==> config.mk <==
export PLATFORM = sky130hd
export DESIGN_NAME = pic_irr_flat
export DESIGN_NICKNAME = d
export VERILOG_FILES = /design/src/rtl/pic_pkg.sv /design/src/rtl/pic_irr_if.sv /design/src/rtl/pic_irr_cell.sv /design/src/rtl/pic_irr.sv /design/src/flat_wrapper.sv
export SDC_FILE = /design/constraint.sdc
export NUM_CORES = 1
export LEC_CHECK = 0
export CORE_MARGIN = 4
export CORE_UTILIZATION = 35
export CTS_CLUSTER_SIZE = 24
export DETAILED_ROUTE_END_ITERATION = 8
export PLACE_DENSITY = 0.71
export SLEW_MARGIN = 5
export SYNTH_ARGS = -nofsm -noshare
export SYNTH_HDL_FRONTEND = slang
export SYNTH_SLANG_ARGS = --single-unit
==> constraint.sdc <==
create_clock -name clk -period 1.3 [get_ports clk]
set_input_delay 0.13 -clock clk [delete_from_list [all_inputs] [get_ports clk]]
set_output_delay 0.13 -clock clk [all_outputs]
set_load 0.01 [all_outputs]
==> src/rtl/pic_pkg.sv <==
// rtl/pic_pkg.sv - shared constants for the interrupt request register block
package pic_pkg;
    localparam int NUM_IR = 8;

    localparam logic [1:0] INTA_IDLE   = 2'd0;
    localparam logic [1:0] INTA_FIRST  = 2'd1;
    localparam logic [1:0] INTA_SECOND = 2'd2;

    localparam logic EDGE  = 1'b0;
    localparam logic LEVEL = 1'b1;
endpackage

==> src/rtl/pic_irr_if.sv <==
// rtl/pic_irr_if.sv - control/request/status bundle between control logic and pic_irr
interface pic_irr_if;
    logic                       level_or_edge_flag;
    logic [1:0]                 intAcounter;
    logic [pic_pkg::NUM_IR-1:0] mask;
    logic [2:0]                 clearHighest;
    logic                       i0, i1, i2, i3, i4, i5, i6, i7;
    logic [pic_pkg::NUM_IR-1:0] IRR;
    logic                       INT;
    logic                       specialDeliveryFlag;

    modport master (
        output level_or_edge_flag, intAcounter, mask, clearHighest,
        output i0, i1, i2, i3, i4, i5, i6, i7,
        input  IRR, INT, specialDeliveryFlag
    );

    modport slave (
        input  level_or_edge_flag, intAcounter, mask, clearHighest,
        input  i0, i1, i2, i3, i4, i5, i6, i7,
        output IRR, INT, specialDeliveryFlag
    );
endinterface

==> src/rtl/pic_irr_cell.sv <==
// rtl/pic_irr_cell.sv - one IR line: previous-sample register, edge/level set, acknowledge clear
module pic_irr_cell (
    input  logic clk,
    input  logic reset,
    input  logic levelMode,
    input  logic ir,
    input  logic clr,
    output logic irrBit
);
    logic prev;

    // Acknowledge clear beats a same-cycle set; a held level input re-sets on the next clock.
    always_ff @(posedge clk or posedge reset) begin
        if (reset) begin
            prev   <= 1'b0;
            irrBit <= 1'b0;
        end else begin
            prev <= ir;
            if (clr)
                irrBit <= 1'b0;
            else if (ir && (levelMode || !prev))
                irrBit <= 1'b1;
        end
    end
endmodule

==> src/rtl/pic_irr.sv <==
// rtl/pic_irr.sv - interrupt request register: eight IR cells, INT generation, spurious flag
// Build option: PIC_IRR_SPURIOUS_EN enables the specialDeliveryFlag register.
module pic_irr
    import pic_pkg::*;
(
    input  logic     clk,
    input  logic     reset,
    pic_irr_if.slave bus
);
    logic [NUM_IR-1:0] irIn;
    logic [NUM_IR-1:0] irr;
    logic              levelMode;
    logic              ackFirst;

    assign irIn      = {bus.i7, bus.i6, bus.i5, bus.i4, bus.i3, bus.i2, bus.i1, bus.i0};
    assign levelMode = (bus.level_or_edge_flag == LEVEL);
    assign ackFirst  = (bus.intAcounter == INTA_FIRST);

    for (genvar n = 0; n < NUM_IR; n++) begin : g_cell
        pic_irr_cell u_cell (
            .clk      (clk),
            .reset    (reset),
            .levelMode(levelMode),
            .ir       (irIn[n]),
            .clr      (ackFirst && (bus.clearHighest == 3'(n))),
            .irrBit   (irr[n])
        );
    end

    assign bus.IRR = irr;
    assign bus.INT = |(irr & ~bus.mask);

`ifdef PIC_IRR_SPURIOUS_EN
    logic spurious;

    // Set when the first INTA acknowledges an empty slot; reserved phase 3 behaves as idle.
    always_ff @(posedge clk or posedge reset) begin
        if (reset) begin
            spurious <= 1'b0;
        end else begin
            case (bus.intAcounter)
                INTA_FIRST:  if (!irr[bus.clearHighest]) spurious <= 1'b1;
                INTA_SECOND: spurious <= spurious;
                default:     spurious <= 1'b0;
            endcase
        end
    end

    assign bus.specialDeliveryFlag = spurious;
`else
    assign bus.specialDeliveryFlag = 1'b0;
`endif
endmodule

==> src/flat_wrapper.sv <==
// flat-port wrapper written by rule: the top's interface ports become plain ports
module pic_irr_flat import pic_pkg::*;
  (clk, reset, bus_level_or_edge_flag, bus_intAcounter, bus_mask, bus_clearHighest, bus_i0, bus_i1, bus_i2, bus_i3, bus_i4, bus_i5, bus_i6, bus_i7, bus_IRR, bus_INT, bus_specialDeliveryFlag);
  pic_irr_if bus_i ();
  input  logic clk;
  input  logic reset;
  input wire logic [$bits(bus_i.level_or_edge_flag)-1:0] bus_level_or_edge_flag;
  input wire logic [$bits(bus_i.intAcounter)-1:0] bus_intAcounter;
  input wire logic [$bits(bus_i.mask)-1:0] bus_mask;
  input wire logic [$bits(bus_i.clearHighest)-1:0] bus_clearHighest;
  input wire logic [$bits(bus_i.i0)-1:0] bus_i0;
  input wire logic [$bits(bus_i.i1)-1:0] bus_i1;
  input wire logic [$bits(bus_i.i2)-1:0] bus_i2;
  input wire logic [$bits(bus_i.i3)-1:0] bus_i3;
  input wire logic [$bits(bus_i.i4)-1:0] bus_i4;
  input wire logic [$bits(bus_i.i5)-1:0] bus_i5;
  input wire logic [$bits(bus_i.i6)-1:0] bus_i6;
  input wire logic [$bits(bus_i.i7)-1:0] bus_i7;
  output wire logic [$bits(bus_i.IRR)-1:0] bus_IRR;
  output wire logic [$bits(bus_i.INT)-1:0] bus_INT;
  output wire logic [$bits(bus_i.specialDeliveryFlag)-1:0] bus_specialDeliveryFlag;
  assign bus_i.level_or_edge_flag = bus_level_or_edge_flag;
  assign bus_i.intAcounter = bus_intAcounter;
  assign bus_i.mask = bus_mask;
  assign bus_i.clearHighest = bus_clearHighest;
  assign bus_i.i0 = bus_i0;
  assign bus_i.i1 = bus_i1;
  assign bus_i.i2 = bus_i2;
  assign bus_i.i3 = bus_i3;
  assign bus_i.i4 = bus_i4;
  assign bus_i.i5 = bus_i5;
  assign bus_i.i6 = bus_i6;
  assign bus_i.i7 = bus_i7;
  assign bus_IRR = bus_i.IRR;
  assign bus_INT = bus_i.INT;
  assign bus_specialDeliveryFlag = bus_i.specialDeliveryFlag;
  pic_irr u_core (.clk(clk), .reset(reset), .bus(bus_i));
endmodule
* Word level (Yosys, flattened, before mapping)
Index checks and enable logic that the tools add are counted.
** Cells by class
- Reductions and logical operators :: 42
- Bitwise gates (word level) :: 2
- Equality and inequality tests :: 8
- Mux-type cells :: 16
** Operators by type and width (number)
- logical AND 1 bit :: 16
- 2-to-1 mux 1 bit :: 16
- nonzero test 2 bit :: 8
- == test 3 bit, second input constant :: 4
- bitwise AND 8 bit :: 1
- zero test 1 bit :: 8
- logical OR 1 bit :: 8
- inverter 8 bit :: 1
- OR reduction 8 bit :: 1
- == test 3 x 2 -> 1 bit, second input constant :: 2
- == test 3 x 1 -> 1 bit, second input constant :: 1
- zero test 3 bit :: 1
- == test 2 x 1 -> 1 bit, second input constant :: 1
** Storage, ports and cells
- Flip-flop bits (word level) :: 16
- Output and inout bits :: 10
- Word-level logic and storage cells :: 84

* Logic depth before layout (Yosys ltp)
- Depth after elaboration :: 5
- Depth in mapped cells :: 3
- Mapped depth without buffers :: 3

* Hierarchy
Synthesis repeated with hierarchy kept, for this count alone.
** Second synthesis, totals
- Cells, all modules :: 76
- Area, all modules :: 779.5 µm²
** Modules (own cells, without submodules)
- pic_irr_cell :: instances 8, seq. area each 50.0 µm², cells each 6, area each 80.1 µm²
- pic_irr :: instances 1, seq. area each 0.0 µm², cells each 28, area each 138.9 µm²

* Worst setup path after synthesis
Ideal clock, no wire load.
- Path type :: reg2out
- Start :: register u_core.g_cell[6].u_cell.irrBit
- End :: output port bus_INT
- Slack :: 0.119 ns
- Arrival :: 1.051 ns
- Cell stages (with the launch flop) :: 4
- Path buffers :: 0
- Cell sequence :: dfrtp_1 -> inv_1 -> o22ai_1 -> or4_1
** Between the ends
- Word-level cells in the longest chain between the ends :: 2
** RTL lines
- start, declared :: line pic_irr_cell.sv:8 : output logic irrBit
- start signal, assigned :: line pic_irr_cell.sv:16 : irrBit <= 1'b0;
- start signal, assigned :: line pic_irr_cell.sv:20 : irrBit <= 1'b0;
- start signal, assigned :: line pic_irr_cell.sv:22 : irrBit <= 1'b1;
- bitwise AND 8 bit :: line pic_irr.sv:31 : assign bus.INT = |(irr & ~bus.mask);
- OR reduction 8 bit :: line pic_irr.sv:31
- end, declared :: line flat_wrapper.sv:20 : output wire logic [$bits(bus_i.INT)-1:0] bus_INT;
Every way passes these cells.

* Worst setup path after layout
- Start :: register u_core.g_cell[3].u_cell.irrBit
- End :: output port bus_INT
** Between the ends
- Word-level cells in the longest chain between the ends :: 2
** RTL lines (line)
- start, declared :: pic_irr_cell.sv:8
- start signal, assigned :: pic_irr_cell.sv:16
- start signal, assigned :: pic_irr_cell.sv:20
- start signal, assigned :: pic_irr_cell.sv:22
- bitwise AND 8 bit :: pic_irr.sv:31
- OR reduction 8 bit :: pic_irr.sv:31
Every way passes these cells.

==> metrics <==
proportion of layout cells with a drive suffix above 1 21.8%; library cells used by synthesis 14; most frequent cell after synthesis dfrtp_1; remaining number of nets flagged by the antenna check after routing 0; Synth top cells by count dfrtp_1 (16), a21oi_1 (12), inv_1 (11); worst-case setup slack after placement -0.538 ns; total power 0.00105 W; Final Critical Period between 1.5 and 2 ns; number of DRC markers after the initial detailed-route iteration 5; count of pins over their slew limit 0; total nets after synthesis 93; worst voltage drop across the vdd grid 0.000657 V; via density per instance 4.50; leakage power total 0.513 nW; GRT overflow 0; starting density of the core around two fifths; post-synthesis sequential area ratio 56.9%; share of async-settable or async-resettable flops after synthesis 100%; die outline height ~53 um; crit path capture type output port; placed wire-length estimate roughly 1400 um; number of sinks on the clock net 16; core area about 0.0018 mm^2; post-synthesis cell type with the largest combined area dfrtp_1; warnings from Yosys 0; Layout Nets 135; Crit Path Max Fanout 2; number of storage elements in the synthesis netlist 16; number of antenna violations at the first check in global routing 0; Worst Path Required about 1.2 ns; Final Hold Violating Endpoints 0; Achievable Freq ~630 MHz; share of the synthesized area in the top cell type roughly 57%; areal power density over the cells roughly 940 mW/mm^2; clock tree from TritonCTS done; Max Root-Sink Buffers 2; clock tree root buffer cell clkbuf_4; Final Cycle Share 122%; Ports 34; clock-pin slew reported for the worst setup and hold paths after clock tree synthesis around 0.10 ns; area overhead of the layout relative to synthesis 58.7%; violations in the final reports negative setup slack; final worst-path setup slack -0.292 ns; wire length of the first global-routing pass 2850 um; cells traversed along the worst timing path inv_2, o22ai_1, or4_1, buf_2; TritonRoute pass-1 iters 2; biggest cell delay along the critical path a little over 0.5 ns; maximum number of pins on one net before global-route repair 17; CP startpoint kind register; final clock skew 0.00502 ns; count of port buffers added during placement 32; drc violations 0; buffer and inverter count on the worst path 2; diode insertion count for antenna repair 0; startpoint-to-endpoint class of the critical path reg -> out; cell count after synthesis 69; number of core rows 15; total track usage between 10% and 20%; family of cells with the greatest summed delay on the critical path simple AND/OR/NAND/NOR gates; weighted congestion at the end of routability-driven global placement about 0.76; R2R cell count 4; outcome complete, but fails checks; number of global-route vias before repair between 600 and 700; CTS H-tree depth 1; WL final 1750 um; Total Die Area around 0.0028 mm^2; Slowest cell on crit path or4_1; EDFF count, synth 0; number of buffers inserted during clock tree synthesis 3; Post-synth top flop dfrtp_1; average wire per cell in the routed design between 10 and 15 um; final setup vio count 1; share of the core filled with cells in the final layout roughly three fifths; horizontal die dimension approximately 53 um; Hold WC Path Type in -> async; critical path depth in cells 4; later-pin clock latency in the skew report 0.28 ns; mean instance size in the synthesized netlist between 10 and 15 um^2; summed instance area of the synthesized netlist about 700 um^2; CTS Hold Bufs 0; main area contributors after synthesis dfrtp_1 (57%), buf_4 (9.6%), a21oi_1 (8.5%), inv_1 (5.9%), nand2b_1 (5.3%); Worst EP arrival roughly 1.5 ns; unrepaired setup endpoints after global routing yes; # Max-Cap Violations 0; via count approximately 610
cell usage in the layout (no fill, tap or decap), types with 3 or more instances in the layout:
cell,synthesis,routed
clkbuf_4,0,3
buf_4,9,14
inv_2,0,3
a21oi_1,12,12
dlygate4sd2_1,0,7
o22ai_1,4,3
inv_1,11,8
nand2b_1,6,6
dfrtp_1,16,16
clkdlybuf4s50_1,0,23
cells by family after synthesis:
| logic type | Yosys count | synth area share [%] |
|---|---|---|
| AO/OA/AOI/OAI | 20 | 16.0 |
| buffers and inverters | 20 | 15.5 |
| flip-flops | 16 | 56.9 |
| AND/OR/NAND/NOR | 12 | 11.0 |
| other | 1 | 0.533 |
flip-flops by register name, indices dropped and copies added, names as in the netlist:
signal                       count
u_core.g_cell.u_cell.irrBit      8
u_core.g_cell.u_cell.prev        8
timing repair:
item	in CTS	in global routing
resized for setup	14	4
endpoints found under the setup margin	9	2
pin swaps	2	2
gates cloned	0	0
setup buffers	3	0
metal layers:
layer | GRT usage [%] | vias up | wire [um] | part of all wire, %
li1 | - | 299 | - | -
met1 | 16.5 | 287 | 718 | 41
met2 | 25.4 | 20 | 886 | 51
met3 | 2.85 | 2 | 122 | 7.0
met4 | 3.83 | 0 | 25 | 1.4
met5 | 0 | - | 0 | 0
tightest hold or removal path, stage by stage:
cell             delay (ns)
clkdlybuf4s50_1        0.40
inv_1                  0.05
buf_4                  0.23
where the power goes:
part	total [W]	internal [W]	leakage [nW]	switching [W]
Sequential	0.000533	0.000522	0.167	0.0000109
Combinational	0.000195	0.000121	0.325	0.0000741
Clock	0.000324	0.000170	0.0210	0.000154
Total	0.00105	0.000813	0.513	0.000239
cell type report:
type                            count  area, um^2
Timing Repair Buffer               46         407
Multi-Input combinational cell     33         200
Tap cell                           25        31.3
Fill cell                         166         704
Inverter                           11        41.3
Clock buffer                        4        36.3
Sequential cell                    16         400
worst paths after layout:
| kind | startpoint | end | slack, ns |
|---|---|---|---|
| setup / recovery | u_core.g_cell[3].u_cell.irrBit | bus_INT | -0.29 |
| hold / removal | reset | u_core.g_cell[5].u_cell.prev | 0.15 |
| setup reg to reg | u_core.g_cell[7].u_cell.irrBit | u_core.g_cell[7].u_cell.irrBit | 0.42 |
| hold reg to reg | u_core.g_cell[4].u_cell.prev | u_core.g_cell[4].u_cell.irrBit | 0.61 |
| max in group asynchronous | reset | u_core.g_cell[3].u_cell.irrBit | 0.97 |
| min in group clk | bus_i5 | u_core.g_cell[5].u_cell.prev | 0.30 |
per-stage QoR:
step           cell area [um^2]  hold slack (ns)  TNS, ns  cells
3_3_place_gp               1070            0.452   -0.517    128
3_5_place_dp               1070            0.459   -0.538    128
6_report                   1120            0.150   -0.292    135
5_1_grt                    1120            0.157   -0.334    135
2_1_floorplan               703           0.0437        0     69
4_1_cts                    1110            0.154   -0.304    135
Note: power is estimated with default switching activity, not from simulation.
